## src/rtl/bit_serializer.sv

```systemverilog
`default_nettype none
// ============================================================================
// Module   : bit_serializer
// Brief    : Parallel-to-serial word shifter with a downstream hold/stall input.
//            Define BIT_SERIALIZER_LSB_FIRST_EN for LSB-first bit order
//            (MSB-first otherwise).
// Revision : 1.0 - initial release
// ============================================================================
module bit_serializer #(
    parameter int DATA_W = 8
) (
    input  logic              clk,
    input  logic              rst_n,
    input  logic [DATA_W-1:0] s_data,
    input  logic              s_valid,
    output logic              s_ready,
    input  logic              hold,
    output logic              bit_out,
    output logic              bit_valid,
    output logic              bit_last,
    output logic [15:0]       frame_cnt
);

    localparam int              CNT_W    = $clog2(DATA_W);
    localparam logic [CNT_W-1:0] CNT_LAST = CNT_W'(DATA_W - 1);

    localparam logic [0:0] ST_IDLE  = 1'b0;
    localparam logic [0:0] ST_SHIFT = 1'b1;

    logic [0:0]        state_q, state_d;
    logic [DATA_W-1:0] shreg_q, shreg_d;
    logic [DATA_W-1:0] shreg_adv;
    logic [CNT_W-1:0]  cnt_q, cnt_d;
    logic [15:0]       frame_cnt_q, frame_cnt_d;
    logic              at_last;
    logic              accept;

    assign at_last   = (cnt_q == CNT_LAST);
    assign s_ready   = rst_n && ((state_q == ST_IDLE) || (at_last && !hold));
    assign bit_valid = rst_n && (state_q == ST_SHIFT) && !hold;
    assign bit_last  = bit_valid && at_last;
    assign accept    = s_valid && s_ready;
    assign frame_cnt = frame_cnt_q;

`ifdef BIT_SERIALIZER_LSB_FIRST_EN
    assign bit_out   = shreg_q[0];
    assign shreg_adv = {1'b0, shreg_q[DATA_W-1:1]};
`else
    assign bit_out   = shreg_q[DATA_W-1];
    assign shreg_adv = {shreg_q[DATA_W-2:0], 1'b0};
`endif

    // A new word overrides the shift of the final bit, so back-to-back words
    // stream without a gap cycle.
    always_comb begin
        state_d     = state_q;
        shreg_d     = shreg_q;
        cnt_d       = cnt_q;
        frame_cnt_d = frame_cnt_q + {15'd0, bit_last};
        if (accept) begin
            state_d = ST_SHIFT;
            shreg_d = s_data;
            cnt_d   = '0;
        end else if (bit_valid) begin
            shreg_d = shreg_adv;
            cnt_d   = cnt_q + 1'b1;
            if (at_last) begin
                state_d = ST_IDLE;
            end
        end
    end

    always_ff @(posedge clk) begin
        if (!rst_n) begin
            state_q     <= ST_IDLE;
            shreg_q     <= '0;
            cnt_q       <= '0;
            frame_cnt_q <= '0;
        end else begin
            state_q     <= state_d;
            shreg_q     <= shreg_d;
            cnt_q       <= cnt_d;
            frame_cnt_q <= frame_cnt_d;
        end
    end

endmodule
`default_nettype wire

```

## config.mk

```make
export PLATFORM = sky130hd
export DESIGN_NAME = bit_serializer
export DESIGN_NICKNAME = d
export VERILOG_FILES = /design/src/rtl/bit_serializer.sv
export SDC_FILE = /design/constraint.sdc
export NUM_CORES = 1
export LEC_CHECK = 0
export ABC_AREA = 1
export CORE_UTILIZATION = 45
export CTS_CLUSTER_DIAMETER = 100
export DETAILED_ROUTE_END_ITERATION = 16
export PLACE_DENSITY = 0.72
export SKIP_CTS_REPAIR_TIMING = 1
export SKIP_LAST_GASP = 1
export SLEW_MARGIN = 15
export SYNTH_ARGS = -nofsm -noshare
export SYNTH_HDL_FRONTEND = slang
export SYNTH_SLANG_ARGS = --single-unit
export TNS_END_PERCENT = 5
```

## constraint.sdc

```tcl
create_clock -name clk -period 3.21 [get_ports clk]
set_input_delay 0.8025 -clock clk [delete_from_list [all_inputs] [get_ports clk]]
set_output_delay 0.8025 -clock clk [all_outputs]
set_load 0.01 [all_outputs]
```

Yosys cells after proc, flatten, opt, wreduce, memory -nomap -nowiden --
Cells that the tools add are included. Widths: inputs -> output; s select.
Storage, ports and cells: register bits 28, latch bits 0, bits in writable memories 0, bits in read-only memories 0, logic and storage cells 26, memories kept 0
Operators by class: add/subtract/negate cells 2, $mul 0, div/mod/pow operators 0, $lt $le $gt $ge 0, eq/ne operators 1, shifts and indexed selects 0, multiplexer cells 5, bitwise operators 2, reductions and logical operators 12
Operators by type and width (number):
- $add 16x1->16 | 1
- $mux 8 | 2
- $logic_and 1x1->1 | 6
- $reduce_bool 2->1 | 2
- $add 3x1->3 const B | 1
- $eq 3x3->1 const B | 1
- $mux 1 | 3
- $not 1->1 | 2
- $reduce_and 2->1 | 1
- $reduce_or 2->1 | 1
- $logic_not 1->1 | 1
- $logic_or 1x1->1 | 1

Longest topological paths before layout --
depth after elaboration 7, depth in mapped cells 12

Worst setup path before layout --
No wires, ideal clock.
path type in2reg, start in rst_n, end reg frame_cnt_q[14] (netlist: frame_cnt[14]), setup time 117 ps, arrival 2311 ps, required time 3093 ps, path slack 782 ps, stages 11, buffers on the path 2, cell sequence buf_4 > buf_6 > nand2_1 > nor2_1 > ha_1 > ha_1 > nand2_2 > nor2_4 > nand3_1 > o21ai_0 > nor2_1
Between the ends: word-level cells in the longest chain between the ends 4
Ends and longest elaborated chain:
- start, declared | line 13 | input logic rst_n,
- $logic_and 1x1->1 (2 in series) | line 40 | assign bit_valid = rst_n && (state_q == ST_SHIFT) && !hold;
- $logic_and 1x1->1 | line 41 | assign bit_last = bit_valid && at_last;
- net bit_last | line 20 | output logic bit_last,
- $add 16x1->16 | line 59 | frame_cnt_d = frame_cnt_q + {15'd0, bit_last};
- end signal, assigned | line 83 | frame_cnt_q <= frame_cnt_d;
- end, declared | line 34 | logic [15:0] frame_cnt_q, frame_cnt_d;
The timed path passes the listed nets, and every way through them passes these cells. A chain may end at the register's enable or synchronous reset.

Worst setup path after layout --
start in rst_n, end out bit_last
Between the ends: word-level cells in the longest chain between the ends 3
Ends and longest elaborated chain (line):
- $logic_and 1x1->1 (2 in series) | 40
- $logic_and 1x1->1 | 41
- end, declared | 20
Every way passes these cells.

==> results.ini <==
[timing]
slew_violations=0
finalCritPeriodShare=0.955
tightest_slew_ps=398
tns_ps=0
hold_ws_ps=475
min_period_ps=3070
skew_ps=5.05
setup-violations-final=0
maxSlewHeadroom=0.734
hold_viol_final=0
max_freq_mhz=326
rsz0062_at_grt=false

[critical_path]
worstPathMaxFanout=5
cp.arrival_ps=2260
cp-start-kind=input pin
required_ps=2410
critical_path_class=input pin to output pin
cp-end-kind=output pin

[clock_network]
cts_buffer_depth=2
path_clk_slew_ps=140
root_buffer=clkbuf_4
htree_num_levels=1
cts_tree=yes
cts.sinks=28
clkLatencyLatePin_ps=320
cts_buffers=3

[die]
rows=20
die_x_um=60.0
chipHeight_um=60.0
floorplan.die_area_um2=3590
io_pins=32
core_area_um2=3130
initial_core_util=0.483

[synth]
yosys.area_share.simple=0.371
synth_top_family_by_area=simple AND/OR/NAND/NOR gates
syn_area_per_cell_um2=7.60
synth_xor_area_frac=0.0116
synthAdderAreaFrac=0.0414
synth.yosys.seq_area_share=0.371
synth-seq-cells=28
synth_cells=199
synth_nets=216
yosysUniqueCellTypes=29
synth-compound-area-share=0.107
synthMuxAreaShare=0
synth_warnings=0
synth_area_um2=1510

[detailed_routing]
viasPerCell=4.71
vias=1294
first_iter_violations=76
firstDrtPassIters=4
ant_nets=0
drc=0
wire_per_inst_um=10.5
drt-total-wl_um=2890

[finish]
area_delta_synth_final_pct=24.1
antenna_cells=0
seq_area_um2=561
final_layout_size_suffix_gt1_frac=0.165
fillCellCount=303
multiInputGateArea_um2=802
nets=250
final_core_util=0.600
final_area_um2=1880

[power_and_ir_drop]
cellLeakagePower_uw=0.000763
finalPower_uw=575
ir_drop_uv=169
p_per_area_nw_per_um2=307

[placement]
postPlaceCellArea_um2=1850
place.gp.congestion=0.777
place_hpwl_um=2150
portBuffers=31

[grt]
grt_start_max_net_pins=17
grt_overflow=0
antenna_found_initial=0
grt_pass1_wl_um=5110
grt_usage=0.187
first_global_vias=1242

[flow_run]
max_cap_viol_count=0

[hold_path]
holdCritPathClass=register to register

[outcome]
status=completed

==> cell usage in the layout, fill, tap and decap left out, types with 2 or more instances in the layout <==
cell	instances
nor3_1	2
inv_2	2
nor2_4	2
nand2_1	49
dfxtp_1	28
buf_4	4
a21oi_2	9
o21ai_0	3
nand4_1	8
clkbuf_4	3
clkdlybuf4s50_1	31
nand3_1	8
nand2_2	3
nand3_2	9
a21oi_1	11
nor2_1	21
ha_1	5
inv_1	22
nand2_4	2
==> flip-flops by register name, summed over array words and instances (netlist names) <==
name       count
frame_cnt     16
shreg_q        8
state_q        1
cnt_q          3
==> kinds of logic (layout without fill, tap and decap cells) <==
kind of cell               after synthesis  count (layout)
AOI/OAI and AO/OA                       25              25
xor gates and xnor gates                 2               2
adders and majority gates                5               5
buffers and inverters                   31              63
DFF                                     28              28
and+or+nand+nor                        108             108
==> Yosys cell counts <==
library cell / n / share of area
buf_2: 3 / 0.0099
o21a_1: 1 / 0.0050
nand3_1: 8 / 0.026
o21ai_1: 1 / 0.0033
ha_1: 5 / 0.041
nand2_4: 2 / 0.015
a21oi_1: 11 / 0.036
nand2_2: 3 / 0.012
nand2_1: 49 / 0.12
nand4_1: 8 / 0.033
nand3b_1: 1 / 0.0050
nand3_2: 9 / 0.060
nor2_4: 2 / 0.015
xnor2_1: 1 / 0.0058
buf_4: 1 / 0.0050
o21ai_0: 3 / 0.0099
nand3_4: 1 / 0.012
xor2_1: 1 / 0.0058
clkinv_2: 1 / 0.0033
buf_12: 1 / 0.013
dfxtp_1: 28 / 0.37
inv_1: 22 / 0.055
a21oi_2: 9 / 0.052
nor2_1: 21 / 0.052
nor2_2: 1 / 0.0041
inv_2: 2 / 0.0050
nor3_1: 2 / 0.0066
buf_6: 1 / 0.0074
nor3b_2: 1 / 0.0083
==> critical path, cell delays in order <==
cell and delay (ps):
clkdlybuf4s50_1 580, nand2_1 80, nor2_1 220, clkdlybuf4s50_1 580
==> per-stage QoR <==
step	std cells	setup WS [ps]
6_report	275	144
5_1_grt	275	43.4
4_1_cts	275	150
3_5_place_dp	272	153
3_3_place_gp	272	162
2_1_floorplan	199	782
==> routing by layer <==
layer | global-route usage | part of all wire | vias to the layer above
li1 | - | - | 704
met1 | 0.239 | 0.51 | 564
met2 | 0.321 | 0.46 | 22
met3 | 0.0281 | 0.023 | 4
met4 | 0.0598 | 0.012 | 0
met5 | 0 | 0 | -
==> power breakdown <==
group          total [uW]  internal, uW  switching, uW
Clock                 142          44.0           98.2
Combinational        71.7          33.4           38.2
Sequential            362           355           6.16
==> path summary, 6_finish.rpt <==
| check | cells past startpoint | endpoint | slack, ps | startpoint |
|---|---|---|---|---|
| worst max-delay path | 4 | bit_last | 140 | rst_n |
| worst min-delay path | 2 | cnt_q[2]$_SDFFE_PP0P_ | 470 | cnt_q[2]$_SDFFE_PP0P_ |
| worst max register to register | 11 | frame_cnt[12]$_SDFF_PN0_ | 1040 | cnt_q[0]$_SDFFE_PP0P_ |
| worst min register to register | 2 | cnt_q[2]$_SDFFE_PP0P_ | 470 | cnt_q[2]$_SDFFE_PP0P_ |
==> final cells by class <==
class,instances,share of cell area
clock buffers,3,0.0120
inverters,25,0.0507
multi-input cells,140,0.428
flip-flops and latches,28,0.299
well taps,44,0.0294
repair buffers,35,0.181
Note: power is estimated with default switching activity, not from simulation.
